==> src/rtl/calc_pkg.sv <==
// Shared definitions for the calculator operand sequencer.
//   state_t  : sequencer FSM states (3-bit encoding)
//   SEL_ADD / SEL_SUB : core opcode values on calc_sel
//   CALC_W   : default operand/result width of the add/sub core
package calc_pkg;

  localparam int CALC_W = 8;

  localparam logic SEL_ADD = 1'b0;
  localparam logic SEL_SUB = 1'b1;

  typedef enum logic [2:0] {
    GET_A  = 3'd0,
    GET_B  = 3'd1,
    GET_OP = 3'd2,
    EXEC   = 3'd3,
    RESULT = 3'd4
  } state_t;

endpackage

==> src/rtl/calc_operand_seq_sat_counter.sv <==
// Saturating up-counter: counts inc pulses and sticks at all-ones.
// Ports:
//   clk   : rising-edge clock
//   rst   : asynchronous active-high reset, clears the count
//   inc   : increment request for this cycle
//   count : current count value
module sat_counter #(
  parameter int CNT_W = 8
) (
  input  logic             clk,
  input  logic             rst,
  input  logic             inc,
  output logic [CNT_W-1:0] count
);

  logic [CNT_W-1:0] r_count;

  always_ff @(posedge clk or posedge rst) begin
    if (rst) begin
      r_count <= '0;
    end else if (inc && (r_count != '1)) begin
      r_count <= r_count + CNT_W'(1);
    end
  end

  assign count = r_count;

endmodule

==> src/rtl/calc_operand_seq.sv <==
// Upstream sequencer for the 8-bit add/sub calculator core.
// Collects operand A, operand B and an opcode byte over a valid/ready
// stream, drives the core from registers, captures the core's result one
// cycle later and offers it downstream on a second valid/ready handshake.
// Ports:
//   clk, rst             : clock, asynchronous active-high reset
//   in_data/valid/ready  : byte stream in (A, B, opcode; opcode bit0 = sel)
//   calc_num1/num2/sel   : registered operands to the core
//   calc_out/calc_flow   : combinational result and carry/borrow from core
//   res_data/flow/valid/ready : captured result out
//   flow_count           : saturating count of results with flow set
//   busy                 : high whenever not waiting for operand A
module calc_operand_seq
  import calc_pkg::*;
#(
  parameter int W     = CALC_W,
  parameter int CNT_W = 8
) (
  input  logic             clk,
  input  logic             rst,
  input  logic [W-1:0]     in_data,
  input  logic             in_valid,
  output logic             in_ready,
  output logic [W-1:0]     calc_num1,
  output logic [W-1:0]     calc_num2,
  output logic             calc_sel,
  input  logic [W-1:0]     calc_out,
  input  logic             calc_flow,
  output logic [W-1:0]     res_data,
  output logic             res_flow,
  output logic             res_valid,
  input  logic             res_ready,
  output logic [CNT_W-1:0] flow_count,
  output logic             busy
);

  state_t       r_state;
  logic [W-1:0] r_num1;
  logic [W-1:0] r_num2;
  logic         r_sel;
  logic [W-1:0] r_res_data;
  logic         r_res_flow;
  logic         r_res_valid;
  logic         w_in_ready;
  logic         w_flow_inc;

  // Input is accepted only while collecting bytes; decoded straight from
  // the state register so it is glitch-free.
  assign w_in_ready = (r_state == GET_A) || (r_state == GET_B) ||
                      (r_state == GET_OP);

  always_ff @(posedge clk or posedge rst) begin
    if (rst) begin
      r_state     <= GET_A;
      r_num1      <= '0;
      r_num2      <= '0;
      r_sel       <= SEL_ADD;
      r_res_data  <= '0;
      r_res_flow  <= 1'b0;
      r_res_valid <= 1'b0;
    end else begin
      case (r_state)
        GET_A: begin
          if (in_valid) begin
            r_num1  <= in_data;
            r_state <= GET_B;
          end
        end
        GET_B: begin
          if (in_valid) begin
            r_num2  <= in_data;
            r_state <= GET_OP;
          end
        end
        GET_OP: begin
          if (in_valid) begin
            r_sel   <= in_data[0];
            r_state <= EXEC;
          end
        end
        EXEC: begin
          // Operands have been stable for a full cycle, so the core's
          // combinational output is settled here.
          r_res_data  <= calc_out;
          r_res_flow  <= calc_flow;
          r_res_valid <= 1'b1;
          r_state     <= RESULT;
        end
        RESULT: begin
          if (res_ready) begin
            r_res_valid <= 1'b0;
            r_state     <= GET_A;
          end
        end
        default: begin
          r_state <= GET_A;
        end
      endcase
    end
  end

  // Count overflow at capture time so a stalled consumer cannot delay or
  // duplicate the event.
  assign w_flow_inc = (r_state == EXEC) && calc_flow;

  sat_counter #(
    .CNT_W (CNT_W)
  ) u_flow_cnt (
    .clk   (clk),
    .rst   (rst),
    .inc   (w_flow_inc),
    .count (flow_count)
  );

  assign in_ready  = w_in_ready;
  assign calc_num1 = r_num1;
  assign calc_num2 = r_num2;
  assign calc_sel  = r_sel;
  assign res_data  = r_res_data;
  assign res_flow  = r_res_flow;
  assign res_valid = r_res_valid;
  assign busy      = (r_state != GET_A);

endmodule
==> config.mk <==
export PLATFORM = sky130hd
export DESIGN_NAME = calc_operand_seq
export DESIGN_NICKNAME = d
export VERILOG_FILES = /design/src/rtl/calc_pkg.sv /design/src/rtl/calc_operand_seq_sat_counter.sv /design/src/rtl/calc_operand_seq.sv
export SDC_FILE = /design/constraint.sdc
export NUM_CORES = 1
export LEC_CHECK = 0
export CAP_MARGIN = 30
export CORE_MARGIN = 2
export CORE_UTILIZATION = 45
export DETAILED_ROUTE_END_ITERATION = 16
export DONT_BUFFER_PORTS = 1
export PLACE_DENSITY_LB_ADDON = 0.25
export SYNTH_ARGS = -nofsm -noshare
export SYNTH_HDL_FRONTEND = slang
export SYNTH_SLANG_ARGS = --single-unit
==> constraint.sdc <==
create_clock -name clk -period 3.7 [get_ports clk]
set_clock_uncertainty 0.1 [all_clocks]
set_input_delay 0.555 -clock clk [delete_from_list [all_inputs] [get_ports clk]]
set_output_delay 0.555 -clock clk [all_outputs]
set_load 0.01 [all_outputs]
==> impl_metrics.tcl, run 1 <==
set metrics [dict create \
    status "completed" \
    cp.required_ns 3.04 \
    grt_pass1_vias 1032 \
    clkTransAtPathRegs_ns 0.11 \
    place_hpwl_um 2190 \
    grt_use_total_pct 15.4 \
    switchingPower_w 0.000525 \
    die_w_um 64.4 \
    syn_to_final_growth_pct 6.32 \
    crit_path_max_incr_delay_ns 0.59 \
    drive_gt1_share_pct 34.9 \
    worst_path_max_delay_cell "dfrtp_1" \
    viasPerCell 5.63 \
    ys.flop_type "dfrtp_1" \
    post_cts_resized 0 \
    fin_crit_sh_pct 55.4 \
    place.gp.congestion 0.778 \
    clock_path_buffers 2 \
    grt-ovfl-total 0 \
    hold_viol_final 0 \
    min_period_ns 2.05 \
    path_delay_family "flip-flops" \
    synth_nets 143 \
    setup_tns_ns 0 \
    htree_num_levels 2 \
    cp_cell_sequence "or3_1" \
    placed_cell_area_sq_um 1680 \
    io_buffers 0 \
    synth-edff-count 0 \
    ant_nets 0 \
    die-area_sq_um 4150 \
    slew-limit-headroom_pct 64.6 \
    wl_per_cell_um 17.2 \
    critPathArrivalTime_ns 1.39 \
    power_density_nw_per_um2 814 \
    grt_pass1_wl_um 4720 \
    drtPass1Iterations 6 \
    seq_area_frac_synth_pct 57.8 \
    cp-end-kind "output port" \
    power.leakage_nw 0.752 \
    netlist_area_sq_um 1640 \
    syn_area_per_cell_sq_um 13.6 \
    pin_count 58 \
    fin_area_sq_um 1750 \
    p_seq_share_pct 60.5 \
    ys_ff_latch 38 \
    tightest_slew_ns 0.532 \
    r2r_start "r_state[1]" \
    num_vias 968 \
    core_area_sq_um 3420 \
    setup_violations 0 \
    synth.distinct_cells 31 \
    critPathBufInv 0 \
    drv_cap 0 \
    p_sw_share_pct 36.9 \
    ctsHoldBuffers 0 \
    drc 0 \
    startpoint "r_state[1]" \
    syn_inst 121 \
    cts_made_buffers 5 \
    internal-power_w 0.000898 \
    clock_sinks 38 \
    insertion_delay_ns 0.33 \
    num_antenna_cells 0 \
    rsz0062_at_grt "false" \
    combPwrFrac_pct 24.1 \
    vdd_ir_drop_max_mv 0.494 \
    async_flop_share_pct 100 \
    pwr-share-clk_pct 15.4 \
    core.rowCount 21 \
    post_cts_buffers 0 \
    nets 147 \
    cp_max_fo 13 \
    synth_warnings 0 \
    hold_path.class "input pin to asynchronous set/reset pin" \
    fp.dieH_um 64.4 \
    start_kind "flop" \
    slew_viol_final 0 \
    grt_max_degree 39 \
    fmax_ghz 0.488 \
    cts_tree "built" \
    root_buffer "clkbuf_4" \
    first_iter_violations 30 \
    drt-total-wl_um 2960 \
    criticalPathCategory "flop to output port" \
    antenna_found_initial 0 \
    start_util_pct 48.1 \
]
==> layer usage <==
layer / vias to the layer above / share of wire, % / global-route usage, %
met4: 0 / 0.61 / 5.59
met2: 38 / 52 / 26.4
met5: - / 0 / 0
met1: 489 / 35 / 14.6
li1: 439 / - / -
met3: 2 / 12 / 10.1
==> final timing paths <==
path / to / slack, ns / depth (start not counted)
max in group asynchronous: u_flow_cnt.count[3] / 3.06 / 2
min in group clk: calc_num2[6] / 0.26 / 1
worst min-delay path: res_data[2] / 0.11 / 2
worst max register to register: u_flow_cnt.count[7] / 1.81 / 3
worst min register to register: res_flow / 0.48 / 2
worst max-delay path: busy / 1.65 / 1
==> state kept, by name (all words and copies together) (netlist names) <==
name and flops:
u_flow_cnt.count 8, calc_num1 8, calc_num2 8, res_data 8, res_flow 1, calc_sel 1, r_state 3, res_valid 1
==> per-stage QoR <==
step                      worst slack, ns  util, %  hold WS [ns]  std cells  power (W)
after floorplan                      2.04        -         0.415        121    0.00114
after global placement               1.95     49.3         0.465        164    0.00120
after detailed placement             1.84     49.3         0.463        164    0.00123
after CTS                            1.63     51.2        0.0958        172    0.00145
after global routing                 1.56     51.2         0.127        172    0.00153
final                                1.65     51.2         0.107        172    0.00142
==> area by class of cell <==
class	count	area, sq um
Clock buffer	6	51.3
Clock inverter	2	12.5
Fill cell	320	1670
Inverter	2	7.51
Multi-Input combinational cell	77	661
Sequential cell	38	951
Tap cell	46	57.6
Timing Repair Buffer	1	7.51
==> kinds of logic (layout without fill, tap and decap cells) <==
group	count (synthesis)	after routing	synth area share [%]
buffers and inverters	6	11	1.98
muxes	30	30	20.5
DFF	38	38	57.8
and+or+nand+nor	33	33	13.3
AOI/OAI and AO/OA	11	11	4.49
adders and majority gates	1	1	0.761
xor gates and xnor gates	2	2	1.07
==> cells in the mapped netlist (2+ instances only) <==
master    count  share of area (%)
a21oi_1       6                1.8
buf_2         2               0.61
buf_4         2               0.91
dfrtp_1      38                 58
inv_1         2               0.46
mux2_2       30                 21
nand2_1      10                2.3
nand2b_1      3                1.1
nand3_1       2               0.61
nor2_1        2               0.46
nor3_1        3               0.91
nor3_4        2                2.0
==> placed cells by master, fill, tap and decap left out, types with 2 or more instances in the layout <==
cell	instances
dfrtp_1	38
mux2_2	30
nand2_1	10
a21oi_1	6
clkbuf_4	5
nand2b_1	3
nor3_1	3
nor3_4	2
nand3_1	2
inv_1	2
nor2_1	2
==> power by group through the flow <==
stage	logic (W)	registers, W	clock network, W
after global placement	0.000333	0.000863	0
after detailed placement	0.000351	0.000875	0
after CTS	0.000352	0.000867	0.000233
final	0.000343	0.000862	0.000219
after floorplan	0.000354	0.000789	0
after global routing	0.000379	0.000894	0.000253
Note: power is estimated with default switching activity, not from simulation.
==> inputs of run 2 (changes only) <==
Clock period 3.7 ns to 1.8 ns, I/O delays scaled along.
==> run 2 against run 1 <==
Against the previous run: flip-flop and latch count stayed put; worst setup slack lost 1.6 ns; cell area increased by 15%; combinational power grew to 2.7 times the previous value; total power grew 120%; clock power increased by 110%; global-route usage up 1.6 points; first-iteration DRC count rose by 150%; sequential share of layout area decreased by 7.0 points; register-to-register slack worse by 1.7 ns; largest cell class unchanged; largest power group unchanged.
==> impl_metrics.tcl, run 2 (same netlist as run 1, synthesis figures left out) <==
set metrics [dict create \
    layout_commonest_cell "dfrtp_1" \
    cp-end-kind "output port" \
    critPathBufInv 1 \
    p_sw_share_pct 36.5 \
    fmax_ghz 0.588 \
    setup_tns_ns 0 \
    mostFrequentLayoutCells "dfrtp_1, mux2_2, dlygate4sd3_1" \
    grt_max_degree 39 \
    start_util_pct 48.1 \
    drive_gt1_share_pct 33.8 \
    fill_cells 279 \
    start_kind "flop" \
    path_delay_family "flip-flops" \
    multi_input_area_sq_um 661 \
    final.setup.worst_slack_ns 0.0979 \
    fin_crit_sh_pct 94.6 \
    drt-total-wl_um 3210 \
    io_buffers 0 \
    criticalPathCategory "flop to output port" \
    pin_count 58 \
    die-area_sq_um 4150 \
    r2r_end "calc_num1[2]" \
    combPwrFrac_pct 30.2 \
    cp_cell_sequence "buf_4 -> or3_1" \
    root_buffer "clkbuf_4" \
    startpoint "r_state[1]" \
    cp.required_ns 1.43 \
    pwr-share-clk_pct 14.9 \
    internal-power_w 0.00198 \
    r2r_slack_ns 0.14 \
    cts_tree "built" \
    num_vias 1062 \
    syn_to_final_growth_pct 22.2 \
    rsz0062_at_grt "false" \
    min_period_ns 1.70 \
    nets 172 \
    critPathArrivalTime_ns 1.33 \
    die_w_um 64.4 \
    first_iter_violations 74 \
    clock_sinks 38 \
    drtPass1Iterations 4 \
    num_antenna_cells 0 \
    hold_depth 2 \
    grt_pass1_vias 1088 \
    drc 0 \
    tightest_slew_ns 0.469 \
    place_hpwl_um 2160 \
    htree_num_levels 2 \
    power_density_nw_per_um2 1550 \
    setup_violations 0 \
    clock_path_buffers 2 \
    fp.dieH_um 64.4 \
    insertion_delay_ns 0.33 \
    reg2reg_depth 4 \
    wl_per_cell_um 16.3 \
    grt-ovfl-total 0 \
    switchingPower_w 0.00114 \
    ant_nets 0 \
    cp_max_fo 12 \
    hold_path.class "input pin to flop" \
    seqCellArea_sq_um 952 \
    cts_made_buffers 5 \
    worst_path_max_delay_cell "dfrtp_1" \
    status "completed" \
    clkTransAtPathRegs_ns 0.11 \
    slew_viol_final 0 \
    power.leakage_nw 0.869 \
    vdd_ir_drop_max_mv 0.997 \
    hold_viol_final 0 \
    finalHoldWorstSlack_ns 0.0294 \
    grt_use_total_pct 17.0 \
    crit_path_max_incr_delay_ns 0.40 \
    viasPerCell 5.39 \
    post-place-ws_ns 0.0451 \
    min_from "calc_flow" \
    slew-limit-headroom_pct 68.7 \
    p_seq_share_pct 54.9 \
    r2r_start "r_state[0]" \
    core.rowCount 21 \
    place.gp.congestion 0.756 \
    grt_pass1_wl_um 5260 \
    core_area_sq_um 3420 \
    drv_cap 0 \
    antenna_found_initial 0 \
    min_to "res_flow" \
]
==> run 2: through the flow <==
step / util (%) / std cells / instance area (sq um) / power [W]
after floorplan: - / 121 / 1640 / 0.00235
after detailed placement: 50.0 / 167 / 1710 / 0.00255
after global routing: 58.8 / 197 / 2010 / 0.00333
after CTS: 57.4 / 194 / 1960 / 0.00305
final: 58.8 / 197 / 2010 / 0.00312
after global placement: 50.0 / 167 / 1710 / 0.00249
==> run 2: area by class of cell <==
type | instances | share of cell area [%]
clock buffers | 6 | 2.55
repair buffers | 26 | 13.3
multi-input cells | 77 | 32.9
flip-flops and latches | 38 | 47.4
well taps | 46 | 2.86
clock inverters | 2 | 0.623
inverters | 2 | 0.374
==> run 2: worst max path at each step <==
stage	to	slack, ns	depth (start not counted)
after floorplan	calc_num2[0]	0.29	3
after global placement	calc_num1[4]	0.12	3
after detailed placement	calc_num1[3]	0.05	3
after CTS	busy	0.03	2
after global routing	busy	0.03	2
final	busy	0.1	2
==> run 2: power by group through the flow <==
stage                     clock, W  sequential [W]  combinational, W
after CTS                 0.000483         0.00171          0.000857
final                     0.000464         0.00171          0.000941
after floorplan                  0         0.00162          0.000728
after global placement           0         0.00172          0.000778
after global routing      0.000525         0.00176           0.00104
after detailed placement         0         0.00172          0.000827
==> run 2: worst register-to-register path, stage by stage (launching register included) <==
cell      delay, ns
dfrtp_2        0.51
nand2b_1       0.24
nor3_4         0.24
buf_12         0.15
mux2_2         0.33
==> run 2: metal layers <==
| metal | share of wire, % | track usage (%) | vias to the layer above |
|---|---|---|---|
| met5 | 0 | 0 | - |
| met4 | 0.90 | 7.98 | 0 |
| met3 | 8.4 | 6.25 | 4 |
| met2 | 53 | 28.8 | 35 |
| met1 | 38 | 19.0 | 530 |
| li1 | - | - | 493 |
==> run 2: timing repair <==
action,4_1_cts,5_1_grt
hold buffers,19,0
setup buffers,0,3
gates resized for setup,0,1
endpoints found under the setup margin,0,17
hold endpoints to repair,65,0
